<file path="config.mk">
export PLATFORM = sky130hd
export DESIGN_NAME = pipe_ctrl_decoder
export DESIGN_NICKNAME = d
export VERILOG_FILES = /design/src/rtl/mips_ctrl_pkg.sv /design/src/rtl/load_use_detect.sv /design/src/rtl/pipe_ctrl_decoder.sv
export SDC_FILE = /design/constraint.sdc
export NUM_CORES = 1
export LEC_CHECK = 0
export CORE_ASPECT_RATIO = 1.75
export CORE_MARGIN = 2
export CORE_UTILIZATION = 41
export DETAILED_ROUTE_END_ITERATION = 10
export PLACE_DENSITY = 0.79
export SKIP_LAST_GASP = 1
export SYNTH_ARGS = -nofsm -noshare
export SYNTH_HDL_FRONTEND = slang
export SYNTH_HIERARCHICAL = 1
export SYNTH_SLANG_ARGS = --single-unit
</file>
<file path="constraint.sdc">
create_clock -name clk_i -period 3.49 [get_ports clk_i]
set_clock_uncertainty 0.05 [all_clocks]
set_input_delay 0.698 -clock clk_i [delete_from_list [all_inputs] [get_ports clk_i]]
set_output_delay 0.698 -clock clk_i [all_outputs]
set_load 0.01 [all_outputs]
</file>
<file path="src/rtl/mips_ctrl_pkg.sv">
// rtl/mips_ctrl_pkg.sv - opcodes, ALU op codes and EX control bundle for the pipelined MIPS decoder
package mips_ctrl_pkg;

   localparam logic [5:0] OP_RTYPE = 6'h00;
   localparam logic [5:0] OP_J     = 6'h02;
   localparam logic [5:0] OP_JAL   = 6'h03;
   localparam logic [5:0] OP_BEQ   = 6'h04;
   localparam logic [5:0] OP_BNE   = 6'h05;
   localparam logic [5:0] OP_ADDI  = 6'h08;
   localparam logic [5:0] OP_SLTI  = 6'h0A;
   localparam logic [5:0] OP_ORI   = 6'h0D;
   localparam logic [5:0] OP_LUI   = 6'h0F;
   localparam logic [5:0] OP_LW    = 6'h23;
   localparam logic [5:0] OP_SW    = 6'h2B;

   localparam int ALUOP_RTYPE = 0;
   localparam int ALUOP_MEM   = 1;
   localparam int ALUOP_BR    = 2;
   localparam int ALUOP_ADDI  = 3;
   localparam int ALUOP_SLTI  = 4;
   localparam int ALUOP_ORI   = 5;
   localparam int ALUOP_LUI   = 6;

   typedef struct packed {
      logic reg_write;
      logic alu_src;
      logic reg_dst;
      logic mem_to_reg;
      logic mem_read;
      logic mem_write;
      logic branch;
      logic branch_ne;
      logic jump;
      logic link;
   } ctrl_t;

   // Opcodes whose rt field is a source operand rather than only a destination.
   function automatic logic reads_rt(input logic [5:0] op);
      return (op == OP_RTYPE) || (op == OP_SW) || (op == OP_BEQ) || (op == OP_BNE);
   endfunction

endpackage

</file>
<file path="src/rtl/load_use_detect.sv">
// rtl/load_use_detect.sv - combinational load-use hazard compare between EX load and ID sources
module load_use_detect #(
   parameter int REG_AW = 5
) (
   input  logic              ex_valid_i,
   input  logic              ex_mem_read_i,
   input  logic [REG_AW-1:0] ex_wreg_i,
   input  logic [REG_AW-1:0] id_rs_i,
   input  logic [REG_AW-1:0] id_rt_i,
   input  logic              id_reads_rt_i,
   output logic              hazard_o
);

   logic wreg_live;

   assign wreg_live = ex_valid_i && ex_mem_read_i && (ex_wreg_i != '0);
   assign hazard_o  = wreg_live &&
                      ((ex_wreg_i == id_rs_i) || (id_reads_rt_i && (ex_wreg_i == id_rt_i)));

endmodule

</file>
<file path="src/rtl/pipe_ctrl_decoder.sv">
// rtl/pipe_ctrl_decoder.sv - registered main-control decoder with load-use stall and flush for ID/EX
module pipe_ctrl_decoder
   import mips_ctrl_pkg::*;
#(
   parameter int ALUOP_W      = 3,
   parameter int REG_AW       = 5,
   parameter int STALL_CYCLES = 1
) (
   input  logic               clk_i,
   input  logic               rst_i,
   input  logic [31:0]        instr_i,
   input  logic               instr_valid_i,
   input  logic               flush_i,
   output logic               id_ready_o,
   output logic               ex_valid_o,
   output logic               ex_RegWrite_o,
   output logic               ex_ALUSrc_o,
   output logic               ex_RegDst_o,
   output logic               ex_MemtoReg_o,
   output logic               ex_MemRead_o,
   output logic               ex_MemWrite_o,
   output logic               ex_Branch_o,
   output logic               ex_BranchNe_o,
   output logic               ex_Jump_o,
   output logic               ex_Link_o,
   output logic [ALUOP_W-1:0] ex_ALUop_o,
   output logic [REG_AW-1:0]  ex_rs_o,
   output logic [REG_AW-1:0]  ex_rt_o,
   output logic [REG_AW-1:0]  ex_wreg_o,
   output logic               illegal_o
);

   localparam int CNT_W = 2;

   logic [5:0]        op;
   logic [REG_AW-1:0] id_rs;
   logic [REG_AW-1:0] id_rt;
   logic [REG_AW-1:0] id_rd;
   logic              unused_instr_bits;

   ctrl_t              ctrl_dec;
   logic [ALUOP_W-1:0] aluop_dec;
   logic [REG_AW-1:0]  wreg_dec;
   logic               known_op;

   logic              hazard_raw;
   logic              hazard;
   logic              stall;
   logic              issue;

   logic [CNT_W-1:0]   cnt_q, cnt_d;
   ctrl_t              ex_ctrl_q, ex_ctrl_d;
   logic [ALUOP_W-1:0] ex_aluop_q, ex_aluop_d;
   logic               ex_valid_q, ex_valid_d;
   logic [REG_AW-1:0]  ex_rs_q, ex_rs_d;
   logic [REG_AW-1:0]  ex_rt_q, ex_rt_d;
   logic [REG_AW-1:0]  ex_wreg_q, ex_wreg_d;
   logic               illegal_q, illegal_d;

   assign op    = instr_i[31:26];
   assign id_rs = REG_AW'(instr_i[25:21]);
   assign id_rt = REG_AW'(instr_i[20:16]);
   assign id_rd = REG_AW'(instr_i[15:11]);
   assign unused_instr_bits = ^instr_i[10:0];

   always_comb begin
      ctrl_dec  = '0;
      aluop_dec = '0;
      known_op  = 1'b1;
      case (op)
         OP_RTYPE: begin
            ctrl_dec.reg_write = 1'b1;
            ctrl_dec.reg_dst   = 1'b1;
            aluop_dec          = ALUOP_W'(ALUOP_RTYPE);
         end
         OP_LW: begin
            ctrl_dec.reg_write  = 1'b1;
            ctrl_dec.alu_src    = 1'b1;
            ctrl_dec.mem_to_reg = 1'b1;
            ctrl_dec.mem_read   = 1'b1;
            aluop_dec           = ALUOP_W'(ALUOP_MEM);
         end
         OP_SW: begin
            ctrl_dec.alu_src   = 1'b1;
            ctrl_dec.mem_write = 1'b1;
            aluop_dec          = ALUOP_W'(ALUOP_MEM);
         end
         OP_BEQ: begin
            ctrl_dec.branch = 1'b1;
            aluop_dec       = ALUOP_W'(ALUOP_BR);
         end
         OP_BNE: begin
            ctrl_dec.branch    = 1'b1;
            ctrl_dec.branch_ne = 1'b1;
            ctrl_dec.reg_dst   = 1'b1;
            aluop_dec          = ALUOP_W'(ALUOP_BR);
         end
         OP_ADDI, OP_SLTI, OP_ORI, OP_LUI: begin
            ctrl_dec.reg_write = 1'b1;
            ctrl_dec.alu_src   = 1'b1;
            case (op)
               OP_ADDI: aluop_dec = ALUOP_W'(ALUOP_ADDI);
               OP_SLTI: aluop_dec = ALUOP_W'(ALUOP_SLTI);
               OP_ORI:  aluop_dec = ALUOP_W'(ALUOP_ORI);
               default: aluop_dec = ALUOP_W'(ALUOP_LUI);
            endcase
         end
         OP_J: begin
            ctrl_dec.jump = 1'b1;
         end
         OP_JAL: begin
            ctrl_dec.jump      = 1'b1;
            ctrl_dec.link      = 1'b1;
            ctrl_dec.reg_write = 1'b1;
         end
         default: known_op = 1'b0;
      endcase
   end

   assign wreg_dec = (op == OP_RTYPE) ? id_rd :
                     (op == OP_JAL)   ? {REG_AW{1'b1}} : id_rt;

   load_use_detect #(.REG_AW(REG_AW)) u_load_use (
      .ex_valid_i    (ex_valid_q),
      .ex_mem_read_i (ex_ctrl_q.mem_read),
      .ex_wreg_i     (ex_wreg_q),
      .id_rs_i       (id_rs),
      .id_rt_i       (id_rt),
      .id_reads_rt_i (reads_rt(op)),
      .hazard_o      (hazard_raw)
   );

   // While the counter runs the held instruction is not re-checked; the bubbles have drained the load.
   assign hazard     = instr_valid_i && (cnt_q == '0) && hazard_raw;
   assign stall      = hazard || (cnt_q != '0);
   assign id_ready_o = !stall || flush_i;
   assign issue      = instr_valid_i && !flush_i && !stall;

   always_comb begin
      cnt_d = '0;
      if (flush_i) begin
         cnt_d = '0;
      end else if (hazard) begin
         cnt_d = CNT_W'(STALL_CYCLES - 1);
      end else if (cnt_q != '0) begin
         cnt_d = cnt_q - 1'b1;
      end

      ex_ctrl_d  = '0;
      ex_aluop_d = '0;
      ex_valid_d = 1'b0;
      ex_rs_d    = '0;
      ex_rt_d    = '0;
      ex_wreg_d  = '0;
      illegal_d  = 1'b0;
      if (issue) begin
         ex_valid_d = 1'b1;
         ex_rs_d    = id_rs;
         ex_rt_d    = id_rt;
         ex_wreg_d  = wreg_dec;
         if (known_op) begin
            ex_ctrl_d  = ctrl_dec;
            ex_aluop_d = aluop_dec;
         end else begin
            illegal_d = 1'b1;
         end
      end
   end

   always_ff @(posedge clk_i or posedge rst_i) begin
      if (rst_i) begin
         cnt_q      <= '0;
         ex_ctrl_q  <= '0;
         ex_aluop_q <= '0;
         ex_valid_q <= 1'b0;
         ex_rs_q    <= '0;
         ex_rt_q    <= '0;
         ex_wreg_q  <= '0;
         illegal_q  <= 1'b0;
      end else begin
         cnt_q      <= cnt_d;
         ex_ctrl_q  <= ex_ctrl_d;
         ex_aluop_q <= ex_aluop_d;
         ex_valid_q <= ex_valid_d;
         ex_rs_q    <= ex_rs_d;
         ex_rt_q    <= ex_rt_d;
         ex_wreg_q  <= ex_wreg_d;
         illegal_q  <= illegal_d;
      end
   end

   assign ex_valid_o    = ex_valid_q;
   assign ex_RegWrite_o = ex_ctrl_q.reg_write;
   assign ex_ALUSrc_o   = ex_ctrl_q.alu_src;
   assign ex_RegDst_o   = ex_ctrl_q.reg_dst;
   assign ex_MemtoReg_o = ex_ctrl_q.mem_to_reg;
   assign ex_MemRead_o  = ex_ctrl_q.mem_read;
   assign ex_MemWrite_o = ex_ctrl_q.mem_write;
   assign ex_Branch_o   = ex_ctrl_q.branch;
   assign ex_BranchNe_o = ex_ctrl_q.branch_ne;
   assign ex_Jump_o     = ex_ctrl_q.jump;
   assign ex_Link_o     = ex_ctrl_q.link;
   assign ex_ALUop_o    = ex_aluop_q;
   assign ex_rs_o       = ex_rs_q;
   assign ex_rt_o       = ex_rt_q;
   assign ex_wreg_o     = ex_wreg_q;
   assign illegal_o     = illegal_q;

endmodule
</file>
# Word-level counts from Yosys, hierarchy flattened
# Index checks and enable logic that the tools add are counted.
# W data, S select, Z words.
# op_classes
add_sub_neg	1
n_eq_ne	12
reduce_logical	28
mux	27
# ops
op	count
$mux W5	5
$eq A6 B4 Y1 const B	4
$mux W10	2
$pmux W3 S3	2
$eq A6 B2 Y1 const B	2
$eq A6 B3 Y1 const B	2
$eq A6 B6 Y1 const B	2
$mux W1	12
$reduce_or A11 Y1	1
$eq A5 B5 Y1	2
$logic_and A1 B1 Y1	8
$mux W2	4
$reduce_or A2 Y1	4
$reduce_or A7 Y1	1
$logic_not A6 Y1	1
$logic_or A1 B1 Y1	6
$mux W3	2
$reduce_or A6 Y1	1
$reduce_bool A5 Y1	1
$reduce_or A4 Y1	1
$logic_not A1 Y1	2
$logic_not A2 Y1	1
$reduce_bool A2 Y1	1
$sub A2 B1 Y2 const B	1
# totals
reg_bits	32
wordCells	85

# Logic depth before layout (Yosys ltp)
# Gate-level depths: netlist (run 1).
# logic_depth
word_depth	12
depth_mapped	11
ltp_nobuf	9

# Cells and area by module
# The synthesis (run 1) kept the hierarchy.
# modules_own_cells
mod	cells_per_inst	area_each_um2	instances
pipe_ctrl_decoder	124	1368.8	1
load_use_detect	17	133.9	1

# Least setup slack after synthesis (run 1)
# No wires, ideal clock.
# synth_timing
kind	input-to-reg
start	input port instr_i[27]
end	register ex_ctrl_q, in the netlist ex_RegDst_o
path_stages	11
t_arrival_ns	2.597
setup_slack_ns	0.749
setup_time_ns	0.095
path_cell_list	buf_2 and3b_1 a32oi_1 nor2_1 nand3_1 a21oi_1 nor2_2 nand3_2 or4_4 buf_6 nor4_4
# synth_rtl
item	line	source
start: declaration	pipe_ctrl_decoder.sv:11	input logic [31:0] instr_i,
end signal: assignment	pipe_ctrl_decoder.sv:182	ex_ctrl_q <= ex_ctrl_d;
end: declaration	pipe_ctrl_decoder.sv:52	ctrl_t ex_ctrl_q, ex_ctrl_d;

# Worst setup path after layout (run 1)
# layout_timing
start	input port instr_i[31]
end	output port id_ready_o
# layout_between
elab_chain_len	11
word_cells_on_any_way	14
classes_between	eq/ne: 3; reduce/logical: 11
# layout_rtl
item	line	source
$eq A6 B6 Y1 or $logic_not A6 Y1 (tied branches)	mips_ctrl_pkg.sv:39	return (op == OP_RTYPE) || (op == OP_SW) || (op == OP_BEQ) || (op == OP_BNE);
$logic_or A1 B1 Y1 (2 in series)	mips_ctrl_pkg.sv:39	
$logic_or A1 B1 Y1 *	mips_ctrl_pkg.sv:39	
$logic_and A1 B1 Y1 *	load_use_detect.sv:18	((ex_wreg_i == id_rs_i) || (id_reads_rt_i && (ex_wreg_i == id_rt_i)));
$logic_or A1 B1 Y1 *	load_use_detect.sv:18	
$logic_and A1 B1 Y1 *	load_use_detect.sv:17	assign hazard_o = wreg_live &&
via hazard_raw	pipe_ctrl_decoder.sv:46	logic hazard_raw;
$logic_and A1 B1 Y1 *	pipe_ctrl_decoder.sv:134	assign hazard = instr_valid_i && (cnt_q == '0) && hazard_raw;
$logic_or A1 B1 Y1 *	pipe_ctrl_decoder.sv:135	assign stall = hazard || (cnt_q != '0);
$logic_not A1 Y1 *	pipe_ctrl_decoder.sv:136	assign id_ready_o = !stall || flush_i;
$logic_or A1 B1 Y1 *	pipe_ctrl_decoder.sv:136	
end: declaration	pipe_ctrl_decoder.sv:14	output logic id_ready_o,
# The timed path passes the listed nets; every way through them passes the cells marked *.

==> results.tsv, run 1 <==
stage	metric	value	unit
outcome	outcome	completed	
drt	drc	0	
cts	clock_latency	280	ps
hold_path	hold_start	cnt_q[0]	
finish	fin_util	63.41	%
floorplanning	design.core.area	3556	µm²
critical_path	cp-end-kind	primary output	
floorplanning	start_util	42.26	%
synth	ys_types	37	
critical_path	worst-r2r-setup-slack	940	ps
grt	grt_pass1_vias	1378	
drt	finalWirelength	4074	µm
sta	tightest_slew	406.1	ps
finish	area_growth_syn_to_layout	50.04	%
synth	ys_async_sr_fraction	100.0	%
cts	clockRootBuffer	clkbuf_8	
finish	finalNetCount	242	
cts	cts_hold_buffers	0	
drt	vias	1337	
sta	finalSetupTns	0	ps
sta	max_freq	314.3	MHz
floorplanning	rows	29	
synth	synth.cell_area	1503	µm²
synth	synth_area_leaders	dfrtp_1 (52%), xor2_1 (4.7%), and2_1 (4.2%), nor2_1 (3.5%), nor4_4 (2.8%)	
synth	synth_ff_type	dfrtp_1	
critical_path	cp-startpoint	instr_i[31]	
critical_path	start_kind	input pin	
sta	final-hold-violation-count	0	
synth	syn_nets	177	
synth	synth_cells	141	
synth	synth_common_cells	dfrtp_1 (31), nor2_1 (14), and2_1 (10)	
floorplanning	dieArea	4184	µm²
cts	clk_pin_slew_worst_paths	60	ps
sta	fin_crit_sh	91.18	%
grt	grt_use_met2	40.61	%
sta	hold_slack	444.6	ps
synth	synth_seq_cells	31	
cts	cts.sinks	31	
floorplanning	pin_count	67	
cts	htree_levels	2	
synth	synth_edf_count	0	
power_and_ir_drop	powerDensity	360.8	nW/µm²
power_and_ir_drop	leakage	0.9836	nW
synth	yosysSeqAreaShare	51.62	%
floorplanning	die_w	49.77	µm
critical_path	r2r_end	ex_Link_o	
drt	drt_iter0_drc	47	
cts	cts_tree	built	
power_and_ir_drop	irDropWorstVdd	0.0002233	V
placement	pre_cts_ws	-38.10	ps
sta	rsz0062_at_grt	false	
floorplanning	dieHeight	84.09	µm
cts	cts_buffer_depth	2	
sta	fin_crit	3182	ps
synth	yosysMostFrequentCell	dfrtp_1	
drt	wl_per_cell	16.10	µm
critical_path	crit_required	2740	ps
finish	drive_above_1_share	15.94	%
sta	setup_violations	0	
critical_path	r2r_cells	7	
cts	numCtsBuffers	5	
placement	hpwl	3162	µm
synth	synth_area_leader_cell	dfrtp_1	
synth	synth_top_cell_area_share	51.62	%
drt	vias_per_cell	5.285	
grt	use_met1	20.87	%
power_and_ir_drop	power	0.0008134	W
grt	grt_max_degree	32	
grt	gr-usage-met3	4.839	%
critical_path	crit_type	in2out	
grt	grt-ovfl-total	0	
hold_path	min_path_cells	1	
sta	slew_headroom	72.92	%
grt	grt_pass1_wl	6720	µm
finish	nFillCells	283	
synth	ys.warnings.count	6	
hold_path	hold-path-endpoint	cnt_q[0]	
placement	place.gp.congestion	0.9129	
hold_path	min_path_type	reg2reg	
sta	final_max_slew_viol_count	0	
drt	drt_first_pass_iters	4	
grt	grt_antenna_before_repair	0	
job	drv_cap	0	
critical_path	r2r_start	ex_wreg_o[3]	
placement	port_buffers	55	
grt	grt-busiest-layer	met2	
synth	avgSynthCellArea	10.66	µm²
critical_path	arrival	2430	ps
grt	track_usage	21.56	%
sta	setup_slack	307.9	ps
drt	ant_nets	0	
finish	antenna_cells	0	
critical_path	critical_path_peak_fanout	4	
-- cells in the final DEF (no fill, tap or decap), drive strengths merged, types with 2 or more instances in the layout --
master          n
a21oi           7
and2           10
and3b           3
buf            12
clkbuf          8
clkdlybuf4s50  53
dfrtp          31
inv             4
nand2           5
nand2b          4
nand3           4
nor2           16
nor2b           2
nor3            8
nor4            4
o21ai           3
o22ai           6
or4             3
xnor2           3
xor2            8
-- through the flow --
stage	instance area, µm²	std cells
finish	2255	253
global route	2255	253
CTS	2246	253
detailed placement	2143	245
global placement	2143	245
floorplan	1503	141
-- cells by family after synthesis --
family / count (synthesis) / synth area share [%]
XOR/XNOR: 11 / 6.412
flip-flops: 31 / 51.62
buffers and inverters: 13 / 4.829
AND/OR/NAND/NOR: 63 / 27.06
multiplexers: 1 / 0.6661
AO/OA/AOI/OAI: 22 / 9.409
-- cell type report --
cell class / instances / area (µm²) / share of cell area [%]
Timing Repair Buffer: 67 / 641.9 / 28.47
Inverter: 4 / 15.01 / 0.6659
Clock buffer: 8 / 100.1 / 4.440
Tap cell: 46 / 57.56 / 2.553
Sequential cell: 31 / 775.7 / 34.41
Multi-Input combinational cell: 97 / 664.4 / 29.47
-- report_power, final --
part	switching, W	internal [W]
clock	0.000128	0.000180
combinational	0.0000631	0.0000684
sequential	0.00000599	0.000368
total	0.000197	0.000616
-- worst max path at each step --
stage                       end  slack [ps]  cells after the start
CTS                  id_ready_o          20                      8
floorplan           ex_RegDst_o         750                     11
global route         id_ready_o         200                      9
detailed placement   id_ready_o         -40                      8
finish               id_ready_o         310                      9
global placement     id_ready_o         -20                      8
-- metal layers --
layer | part of all wire [%] | up-vias
li1 | - | 615
met1 | 33 | 647
met4 | 2.3 | 0
met2 | 58 | 67
met5 | 0 | -
met3 | 6.0 | 8
-- critical path: stages --
cell and delay (ps):
clkdlybuf4s50_1 520, and3b_1 200, a32oi_1 110, nor2_1 160, nand3_1 140, a21oi_2 200, nand2_1 80, a21o_1 170
dlymetal6s2s_1 160
-- sequential cells by signal, indices dropped and copies added (netlist names), 2 cells and up --
register	flops
cnt_q	2
ex_rs_o	5
ex_ALUop_o	3
ex_rt_o	5
ex_wreg_o	5
-- what timing repair did --
action / 4_1_cts / 5_1_grt
endpoints found under the setup margin: 1 / 1
buffers inserted: 0 / 0
resized for setup: 2 / 2
pin swaps: 3 / 3
(Power assumes the default switching activity.)
==> inputs of run 2 (changes only) <==
--- a/config.mk
+++ b/config.mk
@@ -8,6 +8,7 @@
 export CORE_ASPECT_RATIO = 1.75
 export CORE_MARGIN = 2
 export CORE_UTILIZATION = 41
+export CTS_CLUSTER_SIZE = 24
 export DETAILED_ROUTE_END_ITERATION = 10
 export PLACE_DENSITY = 0.79
 export SKIP_LAST_GASP = 1
==> results of run 2 <==
No change in the layout: final DEF, timing and power equal those of run 1.
==> inputs of run 3 (changes only) <==
--- a/config.mk
+++ b/config.mk
@@ -5,12 +5,13 @@
 export SDC_FILE = /design/constraint.sdc
 export NUM_CORES = 1
 export LEC_CHECK = 0
+export CELL_PAD_IN_SITES_DETAIL_PLACEMENT = 1
+export CELL_PAD_IN_SITES_GLOBAL_PLACEMENT = 2
 export CORE_ASPECT_RATIO = 1.75
-export CORE_MARGIN = 2
-export CORE_UTILIZATION = 41
+export CORE_UTILIZATION = 24
 export CTS_CLUSTER_SIZE = 24
 export DETAILED_ROUTE_END_ITERATION = 10
-export PLACE_DENSITY = 0.79
+export PLACE_DENSITY_LB_ADDON = 0.1
 export SKIP_LAST_GASP = 1
 export SYNTH_ARGS = -nofsm -noshare
 export SYNTH_HDL_FRONTEND = slang
==> run 3 against run 2 <==
Net effect:
- clock power about the same
- clock-buffer cell count unchanged
- non-clock buffer count increased by 2
- cell count increased by 13%
- sequential share of layout area decreased by 0.78 points
- fmax decreased by 3.7%
- first-iteration DRC count decreased by 70%
- combinational power about the same
- worst setup slack got worse by 120 ps
- die area increased by 58%
- critical path type unchanged
- via count decreased by 2.7%
==> results.tsv, run 3 (synthesized netlist as in run 1, its figures left out) <==
stage	metric	value	unit
power_and_ir_drop	power_switching	0.0001951	W
critical_path	start_kind	input pin	
cts	cts_buffer_depth	2	
finish	area_growth_syn_to_layout	53.54	%
power_and_ir_drop	pwr-share-comb	16.3	%
sta	tightest_slew	427.2	ps
sta	fin_crit	3303	ps
floorplanning	dieArea	6594	µm²
grt	grt_antenna_before_repair	0	
drt	wl_per_cell	15.07	µm
power_and_ir_drop	power	0.0008120	W
critical_path	arrival	2560	ps
drt	drc	0	
finish	antenna_cells	0	
critical_path	crit_required	2740	ps
grt	track_usage	14.32	%
sta	rsz0062_at_grt	false	
finish	final_cell_mix	clkdlybuf4s50_1 (54), dfrtp_1 (31), nor2_1 (14), buf_4 (14), and2_1 (10)	
grt	grt_pass1_vias	1425	
finish	stdcell_area	2307	µm²
drt	drt_iter0_drc	14	
cts	cts.sinks	31	
power_and_ir_drop	powerDensity	352.0	nW/µm²
drt	finalWirelength	4324	µm
drt	vias_per_cell	4.533	
cts	cts_hold_buffers	0	
cts	htree_levels	2	
floorplanning	pin_count	67	
placement	dp_cells	278	
outcome	outcome	completed	
finish	drive_above_1_share	16.75	%
power_and_ir_drop	p_int	0.0006169	W
cts	clockRootBuffer	clkbuf_8	
hold_path	min_path_type	reg2reg	
critical_path	critical_path_peak_fanout	2	
drt	drt_first_pass_iters	2	
sta	final-hold-violation-count	0	
sta	setup_slack	187.0	ps
sta	slew_headroom	71.52	%
grt	grt_max_degree	32	
grt	grt_pass1_wl	6768	µm
sta	fin_crit_sh	94.64	%
finish	fin_util	38.63	%
cts	numCtsBuffers	5	
sta	setup_violations	0	
power_and_ir_drop	leakage	0.9919	nW
finish	final_common_cell	clkdlybuf4s50_1	
finish	finalNetCount	244	
finish	nFillCells	658	
finish	final_cells	287	
power_and_ir_drop	swShare	24.03	%
grt	grt-ovfl-total	0	
floorplanning	dieHeight	106.7	µm
drt	ant_nets	0	
sta	final_max_slew_viol_count	0	
floorplanning	rows	37	
floorplanning	design.core.area	5972	µm²
critical_path	crit_type	in2out	
placement	hpwl	3494	µm
critical_path	cp-end-kind	primary output	
job	drv_cap	0	
placement	port_buffers	55	
floorplanning	start_util	25.16	%
placement	placed_area	2191	µm²
sta	max_freq	302.8	MHz
placement	place.gp.congestion	0.8225	
cts	clock_latency	280	ps
drt	vias	1301	
power_and_ir_drop	pwr-share-seq	46.0	%
cts	clk_pin_slew_worst_paths	60	ps
power_and_ir_drop	irDropWorstVdd	0.00009740	V
power_and_ir_drop	clockPowerShare	37.6	%
floorplanning	die_w	61.82	µm
placement	pre_cts_ws	-180.3	ps
cts	cts_tree	built	
[run 3: layout make-up]
type                       count  area [µm²]  area share [%]
inverter                       4       15.01          0.6508
timing repair buffer          69       654.4           28.36
tap                           78       97.59           4.230
clock buffer                   8       100.1           4.338
sequential                    31       775.7           33.62
multi-input combinational     97       664.4           28.80
[run 3: final timing paths]
path / from / end / slack (ps) / cells after the start
min reg2reg: cnt_q[0] / cnt_q[0] / 430 / 1
max: instr_i[17] / id_ready_o / 190 / 9
min: cnt_q[0] / cnt_q[0] / 430 / 1
max reg2reg: ex_wreg_o[4] / ex_Link_o / 690 / 8
min in group asynchronous: rst_i / ex_RegWrite_o / 760 / 3
max in group asynchronous: rst_i / ex_Link_o / 2330 / 3
[run 3: per-layer routing]
layer | wire length (µm) | GRT usage, %
met1 | 1485 | 14.04
met2 | 2540 | 26.88
met3 | 216 | 2.654
met4 | 81 | 6.667
met5 | 0 | 0
[run 3: power by group through the flow]
stage                     Combinational (W)  Clock [W]  Sequential [W]
after global routing               0.000145   0.000334        0.000374
after floorplan                   0.0000559          0        0.000384
after detailed placement           0.000134          0        0.000381
after global placement             0.000130          0        0.000380
after CTS                          0.000135   0.000319        0.000374
final                              0.000133   0.000306        0.000374
[run 3: timing repair]
action,CTS,global route
setup endpoints to repair,1,0
resized for setup,3,0
setup buffers,1,0
[run 3: critical path, cell delays in order]
cell,delay (ps)
clkdlybuf4s50_1,440
xor2_1,160
nor4_2,330
buf_4,160
nand3_1,90
a21oi_2,160
nand2_1,70
a21o_1,160
dlygate4sd2_1,270
[run 3: stage by stage]
step | setup TNS [ps] | hold WS, ps
global placement | -175.9 | 404.5
finish | 0 | 433.8
floorplan | 0 | 391.2
CTS | 0 | 437.3
global route | 0 | 455.6
detailed placement | -180.3 | 430.1
